===== config.mk =====
export PLATFORM = sky130hd
export DESIGN_NAME = imm_gen_pipe
export DESIGN_NICKNAME = d
export VERILOG_FILES = /design/src/rtl/imm_gen_pipe.sv
export SDC_FILE = /design/constraint.sdc
export NUM_CORES = 1
export LEC_CHECK = 0
export ABC_CLOCK_PERIOD_IN_PS = 2070
export CORE_MARGIN = 5
export CORE_UTILIZATION = 45
export CTS_BUF_LIST = sky130_fd_sc_hd__clkbuf_2 sky130_fd_sc_hd__clkbuf_4 sky130_fd_sc_hd__clkbuf_8
export DETAILED_ROUTE_END_ITERATION = 12
export PLACE_DENSITY_LB_ADDON = 0.2
export SETUP_SLACK_MARGIN = 0.2
export SLEW_MARGIN = 20
export SYNTH_ARGS = -nofsm -noshare
export SYNTH_HDL_FRONTEND = slang
export SYNTH_SLANG_ARGS = --single-unit

===== constraint.sdc =====
create_clock -name clk -period 2.07 [get_ports clk]
set_input_delay 0.3105 -clock clk [delete_from_list [all_inputs] [get_ports clk]]
set_output_delay 0.3105 -clock clk [all_outputs]
set_load 0.02 [all_outputs]

===== src/rtl/imm_gen_pipe.sv =====
// Immediate-generation stage: decodes RV32I/RV64I immediates into a 2-entry skid FIFO.
// Define IMMGEN_ILLEGAL_EN to compute and store the illegal-opcode flag per entry.
module imm_gen_pipe #(
    parameter int XLEN = 32
) (
    input  logic            clk,
    input  logic            rst_n,
    input  logic            flush_i,
    input  logic            in_valid_i,
    output logic            in_ready_o,
    input  logic [31:0]     in_instr_i,
    input  logic [XLEN-1:0] in_pc_i,
    output logic            out_valid_o,
    input  logic            out_ready_i,
    output logic [31:0]     out_instr_o,
    output logic [XLEN-1:0] out_pc_o,
    output logic [XLEN-1:0] out_imm_o,
    output logic [2:0]      out_type_o,
    output logic            out_illegal_o
);
    localparam logic [2:0] T_NONE = 3'd0, T_I = 3'd1, T_S = 3'd2,
                           T_B = 3'd3, T_U = 3'd4, T_J = 3'd5;

    typedef struct packed {
        logic [31:0]     instr;
        logic [XLEN-1:0] pc;
        logic [XLEN-1:0] imm;
        logic [2:0]      ty;
    } ent_t;

    ent_t            r_mem [2];
    logic            r_head;
    logic [1:0]      r_count;

    logic [6:0]        w_op;
    logic signed [31:0] w_imm32;
    logic [2:0]        w_type;
    logic [XLEN-1:0]   w_imm;
    logic              w_push, w_pop, w_wr_idx;

    assign w_op = in_instr_i[6:0];

    // Immediates are formed at 32 bits, then sign-extended from bit 31 to XLEN.
    always_comb begin
        w_imm32 = '0;
        w_type  = T_NONE;
        case (w_op)
            7'b0010011, 7'b0000011, 7'b1100111: begin
                w_type  = T_I;
                w_imm32 = {{20{in_instr_i[31]}}, in_instr_i[31:20]};
            end
            7'b0011011: if (XLEN == 64) begin
                w_type  = T_I;
                w_imm32 = {{20{in_instr_i[31]}}, in_instr_i[31:20]};
            end
            7'b0100011: begin
                w_type  = T_S;
                w_imm32 = {{20{in_instr_i[31]}}, in_instr_i[31:25], in_instr_i[11:7]};
            end
            7'b1100011: begin
                w_type  = T_B;
                w_imm32 = {{20{in_instr_i[31]}}, in_instr_i[7], in_instr_i[30:25],
                           in_instr_i[11:8], 1'b0};
            end
            7'b0110111, 7'b0010111: begin
                w_type  = T_U;
                w_imm32 = {in_instr_i[31:12], 12'b0};
            end
            7'b1101111: begin
                w_type  = T_J;
                w_imm32 = {{12{in_instr_i[31]}}, in_instr_i[19:12], in_instr_i[20],
                           in_instr_i[30:21], 1'b0};
            end
            default: ;
        endcase
    end

    assign w_imm = XLEN'(w_imm32);

`ifdef IMMGEN_ILLEGAL_EN
    function automatic logic f_illegal(input logic [6:0] op);
        case (op)
            7'b0010011, 7'b0000011, 7'b1100111, 7'b0100011, 7'b1100011,
            7'b0110111, 7'b0010111, 7'b1101111, 7'b0110011, 7'b0001111,
            7'b1110011: f_illegal = 1'b0;
            7'b0011011, 7'b0111011: f_illegal = (XLEN != 64);
            default: f_illegal = 1'b1;
        endcase
    endfunction

    logic [1:0] r_ill;
`endif

    assign in_ready_o  = (r_count != 2'd2);
    assign out_valid_o = (r_count != 2'd0);
    assign w_push      = in_valid_i & in_ready_o;
    assign w_pop       = out_valid_o & out_ready_i;
    // Count 0 writes at head, count 1 writes at the other slot.
    assign w_wr_idx    = r_head ^ r_count[0];

    always_ff @(posedge clk or negedge rst_n) begin
        if (!rst_n) begin
            r_count <= 2'd0;
            r_head  <= 1'b0;
            for (int i = 0; i < 2; i++) r_mem[i] <= '0;
`ifdef IMMGEN_ILLEGAL_EN
            r_ill   <= 2'b00;
`endif
        end else if (flush_i) begin
            r_count <= 2'd0;
        end else begin
            if (w_push) begin
                r_mem[w_wr_idx] <= '{instr: in_instr_i, pc: in_pc_i, imm: w_imm, ty: w_type};
`ifdef IMMGEN_ILLEGAL_EN
                r_ill[w_wr_idx] <= f_illegal(w_op);
`endif
            end
            if (w_pop) r_head <= ~r_head;
            r_count <= r_count + 2'(w_push) - 2'(w_pop);
        end
    end

    assign out_instr_o = r_mem[r_head].instr;
    assign out_pc_o    = r_mem[r_head].pc;
    assign out_imm_o   = r_mem[r_head].imm;
    assign out_type_o  = r_mem[r_head].ty;
`ifdef IMMGEN_ILLEGAL_EN
    assign out_illegal_o = r_ill[r_head];
`else
    assign out_illegal_o = 1'b0;
`endif

endmodule


Yosys cells after proc, flatten, opt, wreduce, memory -nomap -nowiden
Index checks and enable logic that the tools add are counted.
- logic and storage cells: 46
- bits of input ports: 69
- memories kept: 0
- memory bits (writable): 0
- latch bits: 0
- register bits after elaboration: 201
- output and inout port bits: 102
- memory bits (read-only): 0
- divide/modulo/power cells: 0
- magnitude comparators: 3
- shifts and indexed selects: 0
- multiplexer cells: 9
- add/sub/neg operators: 2
- reduce and logical (&&, ||, !) cells: 6
- equality and inequality tests: 9
- bitwise gates (word level): 7
- multiply operators: 0
- operators with widths (cell ; count):
    two-way mux 99 bit ; 4
    bitwise mux 198 bit ; 1
    case mux 32 bit (5 select lines) ; 1
    demux 99 bit (select 1 bit) ; 1
    equality test 7 bit (second input constant) ; 3
    case mux 3 bit (5 select lines) ; 1
    equality test 7 x 5 -> 1 bit (second input constant) ; 2
    equality test 7 x 6 -> 1 bit (second input constant) ; 2
    equality test 7 x 2 -> 1 bit (second input constant) ; 1
    greater-or-equal comparator 2 bit (second input constant) ; 2
    inverter 1 -> 2 bit ; 2
    AND reduction 2 bit ; 2
    OR reduction 3 bit ; 1
    adder 2 x 1 -> 2 bit ; 1
    AND 1 bit ; 2
    < comparator 2 x 1 -> 1 bit (second input constant) ; 1
    two-way mux 2 bit ; 1
    inequality test 2 bit (second input constant) ; 1
    inverter 1 bit ; 2
    nonzero test 2 bit ; 1
    OR reduction 2 bit ; 1
    subtractor 2 x 1 -> 2 bit ; 1
    logical AND 1 bit ; 1
    XOR 1 bit ; 1

Depth between registers and ports, before layout
Gate-level depths: netlist of the first run.
- depth after elaboration: 7
- gate-level depth with buffers: 7
- gate-level depth less buffers: 7

Worst setup path after synthesis of the first run
OpenSTA, ideal clock, no wires.
- kind: register -> register
- start: register r_count[1]
- end: register r_count[0]
- stages on the path, launching flop included: 7
- data arrival time: 1.606 ns
- setup time: 0.118 ns
- path slack: 0.346 ns
- period minus slack after synthesis: 1.724 ns
- buffers on the path: 0
- required time: 1.952 ns
- cells stage by stage: dfrtp_1 > or2_2 > and2_1 > ha_1 > inv_1 > ha_1 > nor2b_1
- elaborated cells on any way between the ends: 7
- those cells by class: add/sub (2); eq/ne (1); mux (1); bitwise (2); reduce/logical (1)
- RTL lines (item ; RTL line ; RTL):
    start, declared ; 33 ; logic [1:0] r_count;
    start signal, assigned ; 119 ; r_count <= r_count + 2'(w_push) - 2'(w_pop);
    nonzero test 2 bit ; 95 ; assign out_valid_o = (r_count != 2'd0);
    named net out_valid_o ; 13 ; output logic out_valid_o,
    AND 1 bit ; 97 ; assign w_pop = out_valid_o & out_ready_i;
    subtractor 2 x 1 -> 2 bit ; 119 ;
    two-way mux 2 bit ; 109 ; end else if (flush_i) begin
The timed path passes the listed nets, and every way through them passes these cells.
A chain may end at the register's enable or synchronous reset.

Final worst setup path of the first run
- start: register r_head
- end: output out_imm_o[26]
- cells in the longest elaborated chain, start to end: 4
- ends and longest elaborated chain (item ; RTL line ; RTL):
    start, declared ; 32 ; logic r_head;
    start signal, assigned ; 118 ; if (w_pop) r_head <= ~r_head;
    inverter 1 -> 2 bit (implied by the code) ; 125 ; assign out_imm_o = r_mem[r_head].imm;
    two-way mux 99 bit (3 in a row) ; -- ;
    end, declared ; 17 ; output logic [XLEN-1:0] out_imm_o,
No other way between the ends. The select of a mux whose other input is x is not followed.

==> results of run 1 <==
[routing by layer]
layer,wire (um),share of wire,GRT usage
met1,12540,0.43,0.2959
met2,13950,0.48,0.3268
met3,1676,0.058,0.04579
met4,707,0.024,0.05822
met5,0,0,0
[flip-flops by register name, indices dropped and copies added, names as in the netlist]
register,flops
r_count,2
r_head,1
r_mem,198
[power breakdown]
| part | total (mW) | leakage [nW] | internal [mW] | switching [mW] |
|---|---|---|---|---|
| combinational | 11.4 | 3.77 | 5.66 | 5.75 |
| sequential | 6.75 | 2.51 | 5.66 | 1.08 |
| clock | 3.53 | 0.359 | 1.98 | 1.55 |
| total | 21.7 | 6.64 | 13.3 | 8.39 |
[cell usage in the layout (no fill, tap or decap), drive strengths merged, types with 2 or more instances in the layout]
cell / n
a211oi: 2
clkbuf: 79
o21ai: 14
xnor2: 2
clkinv: 4
inv: 2
clkdlybuf4s50: 68
mux2: 100
a21oi: 27
nand2: 424
ha: 2
nor3: 2
nand4b: 2
nand3: 3
buf: 176
a22o: 12
or3b: 2
nor2: 55
dfrtp: 201
o21a: 4
and2: 3
o31ai: 2
clkdlybuf4s15: 3
nor2b: 3
a31oi: 26
nor4: 2
nand2b: 2
[cell type report]
class | instances | area, um^2
well taps | 270 | 337.8
multi-input cells | 701 | 4392
flip-flops and latches | 201 | 5036
clock inverters | 4 | 20.02
inverters | 2 | 7.507
clock buffers | 51 | 645.6
repair buffers | 277 | 3174
fillers | 1610 | 6426
[path summary, 6_finish.rpt]
check	from	to	slack (ps)	cells past startpoint
hold reg to reg	r_mem[45]$_DFFE_PN0P_	r_mem[45]$_DFFE_PN0P_	460	2
setup reg to reg	r_head$_DFFE_PN0P_	r_mem[32]$_DFFE_PN0P_	-10	10
max in group asynchronous	rst_n	r_mem[188]$_DFFE_PN0P_	1060	3
min in group clk	in_pc_i[30]	r_mem[65]$_DFFE_PN0P_	370	3
setup / recovery	r_head$_DFFE_PN0P_	out_imm_o[26]	-160	5
hold / removal	rst_n	r_mem[164]$_DFFE_PN0P_	350	2
[worst max-delay path, stage by stage (launching register included)]
cell and delay [ps]:
dfrtp_4 550, buf_4 170, buf_6 120, buf_16 140, mux2_4 300, buf_6 130
[what timing repair did]
item,CTS,global route
pin swaps,0,52
hold buffers,1,0
setup endpoints to repair,155,299
resized for setup,322,337
setup buffers,6,25
gates cloned,2,29
endpoints found under the hold margin,51,0
[kinds of logic (layout without fill, tap and decap cells)]
group,count (synthesis),count (layout)
AOI/OAI and AO/OA,88,90
xor gates and xnor gates,3,3
and+or+nand+nor,504,504
DFF,201,201
adders and majority gates,2,2
muxes,101,101
other,1,1
buffers and inverters,61,334
[per-stage QoR]
step | setup slack (ps) | setup TNS [ps] | instances | hold WS, ps
global route | -213.3 | -11390 | 1506 | 356.4
finish | -158.6 | -5007 | 1506 | 351.4
detailed placement | 22.43 | 0 | 1388 | 323.7
floorplan | 346.1 | 0 | 961 | 14.91
CTS | -221.4 | -10770 | 1452 | 341.0
global placement | 76.63 | 0 | 1388 | 323.7
==> summary.md, run 1 <==
| Metric | Value |
|---|---|
| Crit path max fanout | `7` |
| Synth top area share | `0.5543` |
| Worst hold-check path type | `input port to async pin` |
| Number of flops mapped to enable cells by yosys | `0` |
| Vias | `7863` |
| Hold Vio Cnt, Final | `0` |
| Pin count of the biggest net entering global routing | `57` |
| ANT nets after route | `0` |
| Max-Slew Margin vs Limit | `0.5463` |
| Setup Viol. Count Final | `68` |
| Synth Area in Compound Gates | `0.06357` |
| Top-count cell post-synth | `nand2_1` |
| Worst vdd ir | `978.2 uV` |
| Initial core utilization | `0.4528` |
| Total of warnings raised by yosys | `0` |
| FF+latch count, synth | `201` |
| Nets | `1290` |
| RD Place Congestion | `0.8156` |
| Layout cells sized above 1 | `0.3908` |
| Syn avg cell area | `9.442 um^2` |
| Die Y | `152 um` |
| Post-Layout Inst Area | `0.01361 mm^2` |
| Pwr Total | `21.69 mW` |
| Post-Synth Simple-Gate Area | `0.2186` |
| Detailed Route Iter0 Violations | `458` |
| CP Data Arrival Time | `1920 ps` |
| Predominant post-synthesis flop cell | `dfrtp_1` |
| Hpwl dp | `15870 um` |
| 1st-pass router iterations | `5` |
| Core footprint | `0.02004 mm^2` |
| Vias in the first global route | `7520` |
| CP Launch Type | `flop` |
| Sequential-to-total area share from yosys stat | `0.5543` |
| CP Class | `flop to primary output` |
| Die width | `152 um` |
| Post-synthesis mux area share | `0.1252` |
| Post-synth ARST share | `1.000` |
| Cells after synthesis | `961` |
| Max-slew violations | `0` |
| Actual slew at the worst max-slew pin | `679.1 ps` |
| Required time worst endpoint | `1760 ps` |
| F_max | `0.4487 GHz` |
| Utilization after layout | `0.6793` |
| Io pins | `171` |
| FP Rows | `52` |
| Setup Skew | `28.25 ps` |
| Yosys top cell by area | `dfrtp_1` |
| RSZ-0062 raised after global routing | `true` |
| Maximum capacitance violations | `0` |
| Cell Area, Placed | `0.01145 mm^2` |
| CTS tree | `built` |
| Layout area overhead | `50.03%` |
| Top post-synthesis cells by count | `nand2_1 (424), dfrtp_1 (201), mux2_2 (100), nor2_1 (55), buf_2 (36)` |
| Post-Synth Adder-Cell Area | `0.002758` |
| CTS Sinks | `201` |
| PwrDens | `1593 mW/mm^2` |
| Post-Syn Area | `0.009074 mm^2` |
| Die area | `0.02310 mm^2` |
| Initial antenna violation count | `0` |
| Failing checks | `negative setup slack` |
| WL final | `28870 um` |
| WL per Instance | `19.17 um` |
| Via-to-Cell Ratio | `5.221` |
| Deepest clock path buffer count | `3` |
| First-pass GRT wire length | `40120 um` |
| Worst-path clk slew | `60 ps` |
| Synth area leaders | `dfrtp_1 (55%), nand2_1 (18%), mux2_2 (12%)` |
| Setup crit end kind | `primary output` |
| Synth cell types | `42` |
| CTS H-Tree Depth | `2` |
| Grt ovf | `0` |
| Post-route DRC | `0` |
| Number of buffers created by CTS | `36` |
| Largest family of logic cells by synthesized area | `simple AND/OR/NAND/NOR gates` |
| Mapped Nets | `1032` |
| Crit path time final | `2229 ps` |
| Final worst-path cycle share | `1.077` |
| PortBufs | `169` |
| Diode count | `0` |
| Total Routing Usage GR | `0.2089` |
| Clock Latency Late Sink | `520 ps` |
| XOR/XNOR share of the synthesized area | `0.002896` |
| Final setup margin | `-158.6 ps` |
| Static Leak | `6.639 nW` |
| Status | `finished, violations left` |
| Clock root buffer | `clkbuf_8` |
Note: power is estimated with default switching activity, not from simulation.
==> run 2, diff against run 1 <==
--- a/config.mk
+++ b/config.mk
@@ -7,7 +7,7 @@
 export LEC_CHECK = 0
 export ABC_CLOCK_PERIOD_IN_PS = 2070
 export CORE_MARGIN = 5
-export CORE_UTILIZATION = 45
+export CORE_UTILIZATION = 50
 export CTS_BUF_LIST = sky130_fd_sc_hd__clkbuf_2 sky130_fd_sc_hd__clkbuf_4 sky130_fd_sc_hd__clkbuf_8
 export DETAILED_ROUTE_END_ITERATION = 12
 export PLACE_DENSITY_LB_ADDON = 0.2
==> run 2 against run 1 <==
Effect of this change:
- the flow still finishes with violations (negative setup slack)
- final area is 8.1% higher
- cell count decreased by 0.86%
- largest cell class unchanged
- maximum frequency is 0.51% higher
- sequential share of layout area fell by 2.8 points
- count of clock-buffer cells in the layout up 8
- first-iteration DRC count up 71%
- die area down 9.4%
- critical endpoint is now r_mem[120]$_DFFE_PN0P_
- flip-flop and latch count is the same
- via count is 11% higher
- total power up 14%
==> summary.md, run 2 (same netlist as run 1, synthesis figures left out) <==
| Metric | Value |
|---|---|
| Vias | `8726 (was 7863)` |
| CP Class | `flop to flop (was flop to primary output)` |
| Clock root buffer | `clkbuf_8 (unchanged)` |
| Required time worst endpoint | `2500 ps (was 1760 ps)` |
| Hold slack | `312.6 ps (was 351.4 ps)` |
| Initial core utilization | `0.5068 (was 0.4528)` |
| Max-slew violations | `0 (unchanged)` |
| CTS Sinks | `201 (unchanged)` |
| Via-to-Cell Ratio | `5.845 (was 5.221)` |
| F_max | `0.4510 GHz (was 0.4487 GHz)` |
| Nets | `1309 (was 1290)` |
| PortBufs | `169 (unchanged)` |
| Pwr Total | `24.69 mW (was 21.69 mW)` |
| Die width | `144.7 um (was 152 um)` |
| Layout area overhead | `62.20% (was 50.03%)` |
| Grt ovf | `0 (unchanged)` |
| Layout cells sized above 1 | `0.4834 (was 0.3908)` |
| Largest register by flop count | `r_mem (unchanged)` |
| Cell Area, Placed | `0.01132 mm^2 (was 0.01145 mm^2)` |
| Setup Skew | `34.05 ps (was 28.25 ps)` |
| Area of the multi-input gates | `0.004770 mm^2 (was 0.004392 mm^2)` |
| Static Leak | `7.082 nW (was 6.639 nW)` |
| Failing checks | `negative setup slack (unchanged)` |
| Actual slew at the worst max-slew pin | `766.7 ps (was 679.1 ps)` |
| Die Y | `144.7 um (was 152 um)` |
| 1st-pass router iterations | `5 (unchanged)` |
| WL per Instance | `23.50 um (was 19.17 um)` |
| Post-route DRC | `0 (unchanged)` |
| Total Routing Usage GR | `0.2399 (was 0.2089)` |
| Pin count of the biggest net entering global routing | `55 (was 57)` |
| FP Rows | `49 (was 52)` |
| Commonest non-fill, non-tap cell in the layout | `nand2_1 (unchanged)` |
| Setup Viol. Count Final | `145 (was 68)` |
| ANT nets after route | `0 (unchanged)` |
| WL final | `35080 um (was 28870 um)` |
| Reg area | `0.005035 mm^2 (was 0.005036 mm^2)` |
| CP Launch Type | `flop (unchanged)` |
| Io pins | `171 (unchanged)` |
| PwrDens | `1677 mW/mm^2 (was 1593 mW/mm^2)` |
| Worst hold-check path type | `input port to async pin (unchanged)` |
| Crit path max fanout | `7 (unchanged)` |
| Core footprint | `0.01790 mm^2 (was 0.02004 mm^2)` |
| CP Data Arrival Time | `2650 ps (was 1920 ps)` |
| Most frequent cells in the layout | `nand2_1 (269), dfrtp_1 (199), buf_6 (106) (was nand2_1 (368), dfrtp_1 (198), mux2_2 (88))` |
| Crit path time final | `2217 ps (was 2229 ps)` |
| RD Place Congestion | `0.8379 (was 0.8156)` |
| Setup crit end kind | `flop (was primary output)` |
| Final worst-path cycle share | `1.071 (was 1.077)` |
| R2R cell count | `10 (unchanged)` |
| RSZ-0062 raised after global routing | `true (unchanged)` |
| Setup TNS | `-8312 ps (was -5007 ps)` |
| Die area | `0.02094 mm^2 (was 0.02310 mm^2)` |
| Clock Latency Late Sink | `550 ps (was 520 ps)` |
| Number of fill cells | `1001 (was 1610)` |
| Deepest clock path buffer count | `3 (unchanged)` |
| CTS tree | `built (unchanged)` |
| Utilization after layout | `0.8221 (was 0.6793)` |
| Hold Vio Cnt, Final | `0 (unchanged)` |
| Worst reg2reg setup slack | `-150 ps (was -10 ps)` |
| Status | `finished, violations left (unchanged)` |
| Maximum capacitance violations | `0 (unchanged)` |
| Worst-path clk slew | `70 ps (was 60 ps)` |
| Vias in the first global route | `7666 (was 7520)` |
| First-pass GRT wire length | `39580 um (was 40120 um)` |
| Top Registers | `r_mem (198), r_count (2), r_head (1) (unchanged)` |
| Worst vdd ir | `1225 uV (was 978.2 uV)` |
| Detailed Route Iter0 Violations | `781 (was 458)` |
| Max-Slew Margin vs Limit | `0.4888 (was 0.5463)` |
| Number of buffers created by CTS | `36 (unchanged)` |
| Initial antenna violation count | `0 (unchanged)` |
| Post-Layout Inst Area | `0.01472 mm^2 (was 0.01361 mm^2)` |
| CTS H-Tree Depth | `2 (unchanged)` |
| Max reg flops | `198 (unchanged)` |
| Final setup margin | `-147.4 ps (was -158.6 ps)` |
| Diode count | `0 (unchanged)` |
| Hpwl dp | `15790 um (was 15870 um)` |
==> run 2: final timing paths <==
path                                           to                  start
max                        r_mem[120]$_DFFE_PN0P_     r_head$_DFFE_PN0P_
min                        r_mem[163]$_DFFE_PN0P_                  rst_n
max reg2reg                r_mem[120]$_DFFE_PN0P_     r_head$_DFFE_PN0P_
min reg2reg                 r_mem[80]$_DFFE_PN0P_  r_mem[80]$_DFFE_PN0P_
max in group asynchronous   r_mem[99]$_DFFE_PN0P_                  rst_n
min in group clk            r_mem[64]$_DFFE_PN0P_            in_pc_i[29]
==> run 2: worst max-delay path: stages (launching register included) <==
cell and delay [ps]:
dfrtp_4 550, buf_12 160, clkbuf_16 150, buf_8 130, nor3_4 110, buf_6 130, o21a_4 230, buf_12 160
buf_16 130, nor2_1 60, a31oi_1 280
==> run 2: layout make-up <==
cell class                      instances  area share
Clock buffer                           59     0.04965
Clock inverter                          5    0.002040
Inverter                                2   0.0005101
Multi-Input combinational cell        700      0.3241
Sequential cell                       201      0.3421
Tap cell                              229     0.01947
Timing Repair Buffer                  297      0.2622
==> run 2: metal layers <==
metal	share of wire	wire (um)	up-vias	GRT usage
li1	-	-	3713	-
met1	0.37	13030	4360	0.3291
met2	0.50	17420	524	0.3919
met3	0.087	3039	129	0.03976
met4	0.045	1588	0	0.08051
met5	0	0	-	0
==> run 2: power breakdown <==
group / total [mW] / internal (mW) / switching [mW]
clock: 3.96 / 2.23 / 1.73
combinational: 13.7 / 7.06 / 6.63
sequential: 7.05 / 5.66 / 1.38
==> run 2: per-stage QoR <==
| stage | cells | setup slack (ps) |
|---|---|---|
| CTS | 1427 | -77.01 |
| global route | 1493 | -219.1 |
| floorplan | 961 | 346.1 |
| finish | 1493 | -147.4 |
| global placement | 1347 | -45.66 |
| detailed placement | 1347 | -104.4 |
==> run 2: repair_timing <==
item,in CTS,in global routing
gates resized for setup,525,414
hold endpoints to repair,48,0
buffers inserted,11,22
gates cloned,4,44
setup endpoints to repair,246,236
hold buffers,1,0
pin swaps,1,186
